### config.mk
export PLATFORM = sky130hd
export DESIGN_NAME = pipe_ctrl
export DESIGN_NICKNAME = d
export VERILOG_FILES = /design/src/rtl/y86_pkg.sv /design/src/rtl/sat_counter.sv /design/src/rtl/pipe_ctrl.sv
export SDC_FILE = /design/constraint.sdc
export NUM_CORES = 1
export LEC_CHECK = 0
export ABC_AREA = 1
export CAP_MARGIN = 20
export CELL_PAD_IN_SITES_DETAIL_PLACEMENT = 1
export CELL_PAD_IN_SITES_GLOBAL_PLACEMENT = 2
export CORE_MARGIN = 1.5
export CORE_UTILIZATION = 35
export CTS_CLUSTER_DIAMETER = 80
export DETAILED_ROUTE_END_ITERATION = 8
export DONT_BUFFER_PORTS = 1
export MAX_ROUTING_LAYER = met4
export PLACE_DENSITY = 0.83
export REMOVE_ABC_BUFFERS = 1
export SLEW_MARGIN = 20
export SYNTH_ARGS = -nofsm -noshare
export SYNTH_HDL_FRONTEND = slang
export SYNTH_HIERARCHICAL = 1
export SYNTH_SLANG_ARGS = --single-unit
### constraint.sdc
create_clock -name clk -period 3.2 [get_ports clk]
set_input_delay 0.96 -clock clk [delete_from_list [all_inputs] [get_ports clk]]
set_output_delay 0.96 -clock clk [all_outputs]
set_load 0.03 [all_outputs]
### src/rtl/y86_pkg.sv
// ----------------------------------------------------------------------------
// y86_pkg
// Constants and types used by the Y86-64 pipeline control logic.
//   icode_e      : instruction codes as they appear in the pipeline registers
//   stat_e       : status codes carried through the M and W stages
//   REG_NONE     : register id meaning "no register"
//   ctrl_state_e : control state machine states (RUN / DRAIN / HALTED)
// ----------------------------------------------------------------------------
package y86_pkg;

    typedef enum logic [3:0] {
        I_HALT   = 4'h0,
        I_NOP    = 4'h1,
        I_CMOVXX = 4'h2,
        I_IRMOVQ = 4'h3,
        I_RMMOVQ = 4'h4,
        I_MRMOVQ = 4'h5,
        I_OPQ    = 4'h6,
        I_JXX    = 4'h7,
        I_CALL   = 4'h8,
        I_RET    = 4'h9,
        I_PUSHQ  = 4'hA,
        I_POPQ   = 4'hB
    } icode_e;

    typedef enum logic [2:0] {
        S_AOK = 3'd1,
        S_HLT = 3'd2,
        S_ADR = 3'd3,
        S_INS = 3'd4
    } stat_e;

    localparam logic [3:0] REG_NONE = 4'hF;

    typedef enum logic [1:0] {
        RUN    = 2'd0,
        DRAIN  = 2'd1,
        HALTED = 2'd2
    } ctrl_state_e;

    // Instructions whose result only becomes available after the memory stage.
    function automatic logic is_mem_load(input logic [3:0] icode);
        return (icode == I_MRMOVQ) || (icode == I_POPQ);
    endfunction

endpackage

### src/rtl/sat_counter.sv
// ----------------------------------------------------------------------------
// sat_counter
// Up-counter that sticks at all-ones instead of wrapping.
//   clk   : clock, counts on rising edge
//   rst   : asynchronous active-high clear
//   inc   : count enable for this cycle
//   count : current value (W bits)
// ----------------------------------------------------------------------------
module sat_counter #(
    parameter int W = 32
) (
    input  logic         clk,
    input  logic         rst,
    input  logic         inc,
    output logic [W-1:0] count
);

    // Increment when enabled unless already at the maximum value, so a long
    // run reports "at least this many" rather than a misleading small number.
    always_ff @(posedge clk or posedge rst) begin
        if (rst) begin
            count <= '0;
        end else if (inc && (count != {W{1'b1}})) begin
            count <= count + W'(1);
        end
    end

endmodule

### src/rtl/pipe_ctrl.sv
// ----------------------------------------------------------------------------
// pipe_ctrl
// Pipeline control unit for the 5-stage Y86-64 pipeline, placed beside E.
// Detects load/use, ret and mispredict hazards, owns the condition codes,
// sequences RUN -> DRAIN -> HALTED on exceptional status and keeps counters.
//   Inputs : D_icode, d_srcA, d_srcB, E_icode, E_dstM, e_Cnd, alu_zf/sf/of,
//            M_icode, m_stat, W_icode, W_stat, clk, rst (async, active high)
//   Outputs: F_stall, D_stall, D_bubble, E_bubble, M_bubble, W_stall (pipeline
//            register control), set_cc, ZF/SF/OF (registered CC), halted,
//            cycle_cnt, instr_cnt (saturating, CNT_W bits)
// ----------------------------------------------------------------------------
module pipe_ctrl
    import y86_pkg::*;
#(
    parameter int CNT_W = 32
) (
    input  logic             clk,
    input  logic             rst,
    input  logic [3:0]       D_icode,
    input  logic [3:0]       d_srcA,
    input  logic [3:0]       d_srcB,
    input  logic [3:0]       E_icode,
    input  logic [3:0]       E_dstM,
    input  logic             e_Cnd,
    input  logic             alu_zf,
    input  logic             alu_sf,
    input  logic             alu_of,
    input  logic [3:0]       M_icode,
    input  logic [2:0]       m_stat,
    input  logic [3:0]       W_icode,
    input  logic [2:0]       W_stat,
    output logic             F_stall,
    output logic             D_stall,
    output logic             D_bubble,
    output logic             E_bubble,
    output logic             M_bubble,
    output logic             W_stall,
    output logic             set_cc,
    output logic             ZF,
    output logic             SF,
    output logic             OF,
    output logic             halted,
    output logic [CNT_W-1:0] cycle_cnt,
    output logic [CNT_W-1:0] instr_cnt
);

    ctrl_state_e state;
    ctrl_state_e state_next;

    logic loaduse;
    logic ret_haz;
    logic mispred;
    logic stat_bad;
    logic cycle_inc;
    logic instr_inc;

    // Hazard detection. A load in E whose destination feeds D must hold D one
    // cycle; a ret anywhere in D/E/M blocks fetch until its target is known;
    // a not-taken jump in E means the two younger instructions are wrong-path.
    always_comb begin
        loaduse = is_mem_load(E_icode) && (E_dstM != REG_NONE) &&
                  ((E_dstM == d_srcA) || (E_dstM == d_srcB));
        ret_haz = (D_icode == I_RET) || (E_icode == I_RET) || (M_icode == I_RET);
        mispred = (E_icode == I_JXX) && !e_Cnd;
        stat_bad = (m_stat != S_AOK) || (W_stat != S_AOK);
    end

    // State register. Reset always returns to RUN, even mid-drain.
    always_ff @(posedge clk or posedge rst) begin
        if (rst) begin
            state <= RUN;
        end else begin
            state <= state_next;
        end
    end

    // Next state. An exception reaching W halts at once; one seen in M first
    // drains so the faulting instruction can reach W. HALTED waits for reset.
    always_comb begin
        state_next = state;
        case (state)
            RUN: begin
                if (W_stat != S_AOK) begin
                    state_next = HALTED;
                end else if (m_stat != S_AOK) begin
                    state_next = DRAIN;
                end
            end
            DRAIN: begin
                if (W_stat != S_AOK) begin
                    state_next = HALTED;
                end
            end
            HALTED: begin
                state_next = HALTED;
            end
            default: begin
                state_next = RUN;
            end
        endcase
    end

    // Output decode. A load/use stall wins over the ret bubble in D so the
    // D register is never told to both hold and clear. During DRAIN younger
    // instructions keep flowing but are bubbled out before memory and never
    // touch the condition codes. HALTED freezes the whole pipe.
    always_comb begin
        F_stall  = 1'b0;
        D_stall  = 1'b0;
        D_bubble = 1'b0;
        E_bubble = 1'b0;
        M_bubble = 1'b0;
        W_stall  = 1'b0;
        set_cc   = 1'b0;
        case (state)
            RUN, DRAIN: begin
                F_stall  = loaduse | ret_haz;
                D_stall  = loaduse;
                D_bubble = mispred | (ret_haz & ~loaduse);
                E_bubble = mispred | loaduse;
                M_bubble = (state == DRAIN);
                set_cc   = (state == RUN) && (E_icode == I_OPQ) && !stat_bad;
            end
            HALTED: begin
                F_stall  = 1'b1;
                D_stall  = 1'b1;
                E_bubble = 1'b1;
                M_bubble = 1'b1;
                W_stall  = 1'b1;
            end
            default: begin
                F_stall  = 1'b0;
            end
        endcase
    end

    assign halted = (state == HALTED);

    // Condition-code register; reset value reflects a zero result.
    always_ff @(posedge clk or posedge rst) begin
        if (rst) begin
            ZF <= 1'b1;
            SF <= 1'b0;
            OF <= 1'b0;
        end else if (set_cc) begin
            ZF <= alu_zf;
            SF <= alu_sf;
            OF <= alu_of;
        end
    end

    // Counter enables. A HALT retiring carries HLT status, so it is excluded
    // by the AOK test; bubbles are excluded by the NOP test.
    always_comb begin
        cycle_inc = (state != HALTED);
        instr_inc = (state != HALTED) && (W_stat == S_AOK) && (W_icode != I_NOP);
    end

    sat_counter #(.W(CNT_W)) u_cycle_cnt (
        .clk   (clk),
        .rst   (rst),
        .inc   (cycle_inc),
        .count (cycle_cnt)
    );

    sat_counter #(.W(CNT_W)) u_instr_cnt (
        .clk   (clk),
        .rst   (rst),
        .inc   (instr_inc),
        .count (instr_cnt)
    );

endmodule

==> reports/metrics.cfg, run 1 <==
[logic_synthesis]
yosys_register_bits=69
syn_area_sq_um=5159
synth_area_leaders=dfrtp_1 (33%), nand2_1 (31%), nor2_1 (7.8%)
synth.distinct_cells=31
synth.avg_cell_area_sq_um=6.178
yosysWarnings=6
netlist.area_leader.share_pct=32.99
synth_cells=835
seq_area_frac_synth_pct=33.50
yosysTopAreaCell=dfrtp_1

[timing]
period_share_pct=88.88
maxSlewHeadroom_pct=55.06
worstMarginPinSlew_ns=0.6740
fin_skew_ns=0.004911
slew_viol_final=0
hold_violations=0
tns_ns=0
rsz0062_at_grt=false
fmax_mhz=351.6
period_needed_ns=2.844
setup_slack_ns=0.3558
setup_viol=0
timing.hold.ws_ns=0.3971

[routing]
ant_nets=0
route.detailed.wl_per_inst_um=15.35
drt-initial-drc-count=157
drc_errors=0
vias_per_cell=4.912
vias=5069
wl_mm=15.84
first_pass_iters=6

[layout]
stdcell_area_sq_um=5635
multiInputGateArea_sq_um=2980
fillers=1957
fin_nets=889
diodes=0
post-route-util_pct=38.92
register_area_sq_um=1728
layout_commonest_cell=nand2_1
fin_cells=1032
syn_to_final_growth_pct=9.241
drive_gt1_share_pct=7.075
layout_common_cells=nand2_1 (432), nor2_1 (107), inv_1 (82)

[clock_tree]
cts_resized=0
numCtsBuffers=9
cts_tree=built
clk_pin_slew_worst_paths_ns=0.06
cts.path.max_buffers=2
cts_max_level=3
ctsHoldBuffers=0
root_buffer=clkbuf_16
cts_num_sinks=69
insertion_delay_ns=0.35
post_cts_buffers=0

[setup_path]
worstSetupPathType=primary input to primary output
crit_top_cell=nand3_1
cp.required_ns=2.24
cp_max_fo=3
critPathMaxStageDelay_ns=0.33
end_kind=primary output
cp_cell_sequence=inv_1, nor2_2, nand3_1, a21oi_1, nand3_1, o211ai_1
critPathSlowestCell=o211ai_1
arrival_ns=1.88
worstSetupStartpointType=primary input

[pwr]
power.leakage_nw=2.820
finalPower_mw=2.701
powerDensity_nw_per_um2=479.3
ir_drop_v=0.0002785

[floorplanning]
ios=115
chipWidth_um=124.4
fp.dieH_um=124.4
core_area_sq_um=14480
initial_utilization_pct=35.63
die-area_sq_um=15480
rows=44

[grt]
grt_max_degree=33
antenna_found_initial=0
grt.overflow.total=0
grtUsageTotal_pct=22.12
first_global_vias=5512
grt_pass1_wl_mm=27.10

[placed_design]
place_congestion=0.8637
portBuffers=0
placed_cell_area_sq_um=5334
placed_cells=1016
dp_worst_setup_slack_ns=0.3642
place_hpwl_mm=12.57

[worst_hold_path]
hold_path_class=primary input to async pin

[run]
cap_violations=0

[run_status]
status=completed

layer usage:
layer / GRT usage, % / vias to the layer above / routed length (um)
li1: - / 2543 / -
met5: - / - / 0
met1: 22.55 / 2417 / 6437
met2: 40.56 / 89 / 8323
met4: 6.626 / 0 / 291
met3: 6.787 / 20 / 788
worst paths after layout:
check,to,slack [ns],start,cells past startpoint
worst max register to register,u_instr_cnt/count[6],0.70,state[0],9
max in group asynchronous,u_instr_cnt/count[31],2.15,rst,2
worst max-delay path,E_bubble,0.36,E_icode[2],6
worst min register to register,ZF,0.56,ZF,2
min in group clk,ZF,0.56,ZF,2
worst min-delay path,state[1],0.40,rst,1
area by class of cell:
cell class	count	area share (%)
multi-input cells	668	52.89
flip-flops and latches	69	30.66
inverters	85	5.684
clock buffers	10	4.241
well taps	184	4.085
repair buffers	10	1.332
clock inverters	6	1.110
cell families (layout without fill, tap and decap cells):
kind of cell             count (synthesis)  in the layout  share of synthesized area, %
buffers and inverters                   98            111                         8.877
flip-flops                              69             69                         33.50
XOR/XNOR                                24             24                         4.075
adder cells (fa/ha/maj)                  6              6                         1.455
AND/OR/NAND/NOR                        623            623                         50.55
AO/OA/AOI/OAI                           15             15                         1.552
flip-flops by register name, indices dropped and copies added (netlist names):
register and cells:
u_instr_cnt/count 32, u_cycle_cnt/count 32, SF 1, state 2, ZF 1, OF 1
Yosys cell counts, drive strengths merged:
library cell    n
a21oi           5
buf            13
clkinv          1
dfrtp          68
dfstp           1
ha              6
inv            84
nand2         442
nand3          41
nand3b          8
nand4           4
nor2          120
nor3            7
nor4b           1
o211ai          1
o21ai           8
o21bai          1
xnor2          12
xor2           12
power by group:
part	total [mW]	internal, mW	switching [mW]
combinational	0.619	0.150	0.469
clock	1.02	0.621	0.403
sequential	1.06	0.919	0.139
worst max-delay path: cells and delay by family:
| family | cells | cell delay, ns |
|---|---|---|
| compound gates | 2 | 0.50 |
| buf+inv | 1 | 0.05 |
| simple gates | 3 | 0.37 |
(Power assumes the default switching activity.)
==> inputs of run 2 (changes only) <==
CTS_CLUSTER_SIZE = 8   (was not set)
SETUP_SLACK_MARGIN = 0.5   (was not set)
==> run 2 against run 1 <==
Net effect:
- register-to-register slack improved by 0.09 ns
- setup slack improved by 0.14 ns
- first-iteration DRC count fell by 10%
- routed wire length rose by 1.6%
- largest cell class unchanged
==> reports/metrics.cfg, run 2 (synthesized netlist as in run 1, its figures left out) <==
[run_status]
status=completed  ; unchanged

[placed_design]
placed_cells=1016  ; unchanged
place_hpwl_mm=12.57  ; unchanged
place_congestion=0.8637  ; unchanged
portBuffers=0  ; unchanged
placed_cell_area_sq_um=5334  ; unchanged

[grt]
grt_max_degree=33  ; unchanged
antenna_found_initial=0  ; unchanged
grtUsageTotal_pct=22.16  ; was 22.12%
grt_pass1_wl_mm=27.14  ; was 27.10 mm
first_global_vias=5535  ; was 5,512
grt.overflow.total=0  ; unchanged

[floorplanning]
rows=44  ; unchanged
initial_utilization_pct=35.63  ; unchanged
ios=115  ; unchanged
die-area_sq_um=15480  ; unchanged
core_area_sq_um=14480  ; unchanged
chipWidth_um=124.4  ; unchanged
fp.dieH_um=124.4  ; unchanged

[routing]
vias_per_cell=4.924  ; was 4.912
vias=5096  ; was 5,069
wl_mm=16.10  ; was 15.84 mm
drc_errors=0  ; unchanged
first_pass_iters=4  ; was 6
drt-initial-drc-count=141  ; was 157
ant_nets=0  ; unchanged
route.detailed.wl_per_inst_um=15.56  ; was 15.35 um

[timing]
timing.hold.ws_ns=0.3972  ; was 0.3971 ns
hold_violations=0  ; unchanged
fin_skew_ns=0.004252  ; was 0.004911 ns
period_needed_ns=2.708  ; was 2.844 ns
tns_ns=0  ; unchanged
setup_viol=0  ; unchanged
slew_viol_final=0  ; unchanged
maxSlewHeadroom_pct=55.01  ; was 55.06%
worstMarginPinSlew_ns=0.6749  ; was 0.6740 ns
fmax_mhz=369.3  ; was 351.6 MHz
period_share_pct=84.63  ; was 88.88%
rsz0062_at_grt=true  ; was false

[layout]
multiInputGateArea_sq_um=3060  ; was 2980 sq um
diodes=0  ; unchanged
fillers=1946  ; was 1,957
stdcell_area_sq_um=5778  ; was 5635 sq um
layout_common_cells=nand2_1 (420), nor2_1 (104), inv_1 (70)  ; was nand2_1 (432), nor2_1 (107), inv_1 (82)
register_area_sq_um=1729  ; was 1728 sq um
fin_nets=892  ; was 889
fin_cells=1035  ; was 1,032
syn_to_final_growth_pct=12.01  ; was 9.241%
reg_top3=u_cycle_cnt/count: 32 flops, u_instr_cnt/count: 32 flops, state: 2 flops  ; unchanged
layout_commonest_cell=nand2_1  ; unchanged
drive_gt1_share_pct=11.16  ; was 7.075%

[setup_path]
worstSetupStartpointType=primary input  ; unchanged
cp_max_fo=3  ; unchanged
cp_cell_sequence=nand2_2, inv_2, nand3_2, a21oi_2, nand3_2, o211ai_1  ; was inv_1, nor2_2, nand3_1, a21oi_1, nand3_1, o211ai_1
worstSetupPathType=primary input to primary output  ; unchanged
arrival_ns=1.75  ; was 1.88 ns
crit_top_cell=nand3_2  ; was nand3_1
critPathMaxStageDelay_ns=0.32  ; was 0.33 ns
end_kind=primary output  ; unchanged
cp.required_ns=2.24  ; about the same
critPathSlowestCell=o211ai_1  ; unchanged

[pwr]
powerDensity_nw_per_um2=471.4  ; was 479.3 nW/um^2
power.leakage_nw=2.845  ; was 2.820 nW
combPwrFrac_pct=23.5  ; was 22.9%
p_seq_share_pct=38.9  ; was 39.2%
p_clk_share_pct=37.6  ; was 37.9%
ir_drop_v=0.0002769  ; was 0.0002785 V
p_sw_mw=1.024  ; was 1.011 mW
p_sw_share_pct=37.59  ; was 37.42%
internal_power_mw=1.700  ; was 1.690 mW
finalPower_mw=2.723  ; was 2.701 mW

[clock_tree]
root_buffer=clkbuf_16  ; unchanged
cts_tree=built  ; unchanged
clk_pin_slew_worst_paths_ns=0.06  ; about the same
cts_num_sinks=69  ; unchanged
numCtsBuffers=9  ; unchanged
insertion_delay_ns=0.35  ; about the same
cts_max_level=3  ; unchanged
cts.path.max_buffers=2  ; unchanged

[worst_hold_path]
hold_path_class=primary input to async pin  ; unchanged

[run]
cap_violations=0  ; unchanged

[run 2: changes by cell type in the layout (fill, tap and decap cells not counted), sizes merged]
cell | before | now
buf | 10 | 13
[run 2: final cells by class]
cell class,count,share of cell area (%)
Clock buffer,10,4.136
Multi-Input combinational cell,668,52.97
Tap cell,184,3.984
Inverter,85,6.215
Sequential cell,69,29.93
Clock inverter,6,1.083
Timing Repair Buffer,13,1.689
[run 2: power groups by stage]
stage          registers (mW)  clock network, mW  logic [mW]
6_report                 1.06               1.02       0.640
5_1_grt                  1.07               1.09       0.702
4_1_cts                  1.06               1.06       0.637
3_5_place_dp             1.08                  0       0.629
3_3_place_gp             1.07                  0       0.609
2_1_floorplan            1.07                  0       0.430
[run 2: per-layer routing]
metal	GRT usage [%]	up-vias	wire [um]
met5	-	-	0
li1	-	2546	-
met2	40.79	88	8551
met3	6.787	20	771
met4	6.626	0	291
met1	22.47	2442	6486
[run 2: through the flow]
step	setup WS, ns	util (%)
final	0.4920	39.91
after global routing	0.4241	39.91
after detailed placement	0.3642	36.84
after floorplan	0.2233	-
after global placement	0.4144	36.84
after CTS	0.4677	39.36
[run 2: critical path: cells and delay by family]
family / cells / cell delay [ns]
buf+inv: 1 / 0.07
compound gates: 2 / 0.50
simple gates: 3 / 0.23
[run 2: worst paths after layout]
kind	from	end	slack (ns)	cells past startpoint
max	E_icode[1]	E_bubble	0.49	6
min	rst	state[0]	0.40	1
max reg2reg	state[0]	u_instr_cnt/count[6]	0.79	9
min reg2reg	ZF	ZF	0.55	2
max in group asynchronous	rst	u_instr_cnt/count[31]	2.15	2
min in group clk	ZF	ZF	0.55	2
[run 2: what timing repair did]
item | CTS | global route
gates resized for setup | 20 | 30
hold buffers | 0 | 0
pin swaps | 18 | 26
endpoints found under the setup margin | 5 | 7
buffers inserted | 2 | 1
==> inputs of run 3 (changes only) <==
CORE_UTILIZATION = 30   (was 35)
PLACE_DENSITY = 0.76   (was 0.83)
clock period = 2.22 ns   (was 3.2 ns; I/O delays follow)
==> run 3 against run 2 <==
Net effect:
- die area up 16%
- sequential share of layout area down 5.5 points
- worst hold slack worse by 0.28 ns
- first-iteration DRC count up 45%
- global-route usage up 0.27 points
- critical path type unchanged
- critical endpoint unchanged
- largest cell class unchanged
==> reports/metrics.cfg, run 3 (synthesized netlist as in run 1, its figures left out) <==
[timing]
worstMarginPinSlew_ns=0.6318  ; was 0.6749 ns
fin_skew_ns=0.008612  ; was 0.004252 ns
rsz0062_at_grt=true  ; unchanged
period_share_pct=96.09
period_needed_ns=2.133
maxSlewHeadroom_pct=57.28  ; was 55.01%
hold_violations=0  ; unchanged
fmax_mhz=468.8
timing.hold.ws_ns=0.1216  ; was 0.3972 ns
setup_viol=0  ; unchanged
slew_viol_final=0  ; unchanged

[pwr]
ir_drop_v=0.0003804  ; was 0.0002769 V
powerDensity_nw_per_um2=690.3  ; was 471.4 nW/um^2
finalPower_mw=4.899  ; was 2.723 mW
power.leakage_nw=3.452  ; was 2.845 nW

[grt]
grt.overflow.total=0  ; unchanged
grt_max_degree=33  ; unchanged
antenna_found_initial=0  ; unchanged
first_global_vias=5947  ; was 5,535
grt_pass1_wl_mm=30.84  ; was 27.14 mm
grtUsageTotal_pct=22.44  ; was 22.16%

[clock_tree]
insertion_delay_ns=0.33  ; was 0.35 ns
cts.path.max_buffers=2  ; unchanged
clk_pin_slew_worst_paths_ns=0.05  ; was 0.06 ns
numCtsBuffers=9  ; unchanged
cts_tree=built  ; unchanged
cts_max_level=3  ; unchanged
root_buffer=clkbuf_16  ; unchanged
cts_num_sinks=69  ; unchanged

[setup_path]
reg2regPathDepth=11  ; was 9
rr_endpoint=u_instr_cnt/count[9]  ; was u_instr_cnt/count[6]
worstSetupStartpointType=primary input  ; unchanged
end_kind=primary output  ; unchanged
cp.required_ns=1.55  ; was 2.24 ns
cp_max_fo=4  ; was 3
r2r_slack_ns=0.41  ; was 0.79 ns
startpoint=E_dstM[2]  ; was E_icode[1]
r2r-start=state[0]  ; unchanged
arrival_ns=1.47  ; was 1.75 ns
worstSetupPathType=primary input to primary output  ; unchanged

[placed_design]
place_hpwl_mm=13.77  ; was 12.57 mm
place_congestion=0.8600  ; was 0.8637
portBuffers=0  ; unchanged

[routing]
route.detailed.wl_per_inst_um=16.60  ; was 15.56 um
vias_per_cell=4.760  ; was 4.924
ant_nets=0  ; unchanged
wl_mm=19.41  ; was 16.10 mm
drt-initial-drc-count=205  ; was 141
drc_errors=0  ; unchanged
first_pass_iters=4  ; unchanged
vias=5565  ; was 5,096

[layout]
drive_gt1_share_pct=25.29  ; was 11.16%
fillers=2174  ; was 1,946
layout_commonest_cell=nand2_1  ; unchanged
syn_to_final_growth_pct=37.57  ; was 12.01%
layout_common_cells=nand2_1 (408), nor2_1 (86), buf_4 (82)  ; was nand2_1 (420), nor2_1 (104), inv_1 (70)
fin_nets=990  ; was 892
diodes=0  ; unchanged
reg_top3=u_cycle_cnt/count: 32 flops, u_instr_cnt/count: 32 flops, state: 2 flops  ; unchanged

[floorplanning]
chipWidth_um=134.1  ; was 124.4 um
rows=47  ; was 44
ios=115  ; unchanged
fp.dieH_um=134.1  ; was 124.4 um
initial_utilization_pct=30.89  ; was 35.63%
die-area_sq_um=17990  ; was 15,480 sq um
core_area_sq_um=16700  ; was 14,480 sq um

[run]
cap_violations=0  ; unchanged

[run_status]
status=completed  ; unchanged

[worst_hold_path]
hold_path_class=primary input to async pin  ; unchanged

==> run 3: cell types whose count changed in the layout (fill, tap and decap cells not counted), moves of 7 or more <==
| cell | delta |
|---|---|
| nand2_1 | -12 |
| nor2_2 | +12 |
| nand2_2 | +9 |
| inv_1 | -7 |
| buf_6 | +15 |
| buf_4 | +69 |
| nor2_1 | -18 |
==> run 3: repair_timing <==
action | CTS | global route
pin swaps | 27 | 35
gates resized for setup | 109 | 61
cloned | 6 | 4
setup endpoints to repair | 71 | 71
setup buffers | 14 | 16
hold buffers | 0 | 0
==> run 3: area by class of cell <==
class                           count  area, sq um  share of cell area, %
Timing Repair Buffer              108         1012                  14.26
Sequential cell                    69         1737                  24.47
Clock buffer                       15        267.8                  3.773
Multi-Input combinational cell    671         3387                  47.73
Inverter                           85        412.9                  5.818
Tap cell                          220        275.3                  3.879
Clock inverter                      1        5.005                0.07052
==> run 3: critical path, stage by stage <==
cell and delay (ns):
inv_8 0.01, nand2_2 0.05, nand2_1 0.05, nor2_1 0.12, nand2_1 0.08, nand2_2 0.10
nand3_4 0.10, o211ai_1 0.10, buf_4 0.19
==> run 3: worst max-delay path by stage <==
stage | end | cells after the start
global route | E_bubble | 9
CTS | set_cc | 6
finish | E_bubble | 9
floorplan | u_instr_cnt/count[11] | 7
detailed placement | E_bubble | 7
global placement | E_bubble | 9
==> run 3: power by group <==
group	switching, mW	internal, mW
Sequential	0.0817	1.33
Clock	0.552	0.819
Combinational	1.21	0.909
==> run 3: layer usage <==
metal,global-route usage [%],part of all wire (%)
met5,-,0
met4,6.631,2.1
met3,4.989,4.9
met1,25.18,41
met2,39.89,52
==> run 3: through the flow <==
step / utilization (%) / instances / cell area (sq um) / TNS (ns) / setup slack, ns
detailed placement: 35.02 / 1113 / 5849 / 0 / 0.000001332
global route: 42.49 / 1169 / 7097 / 0 / 0.006338
finish: 42.49 / 1169 / 7097 / 0 / 0.08680
floorplan: - / 822 / 5021 / -24.09 / -0.5827
global placement: 35.02 / 1113 / 5849 / 0 / 0.09623
CTS: 40.01 / 1149 / 6683 / 0 / 0.09549
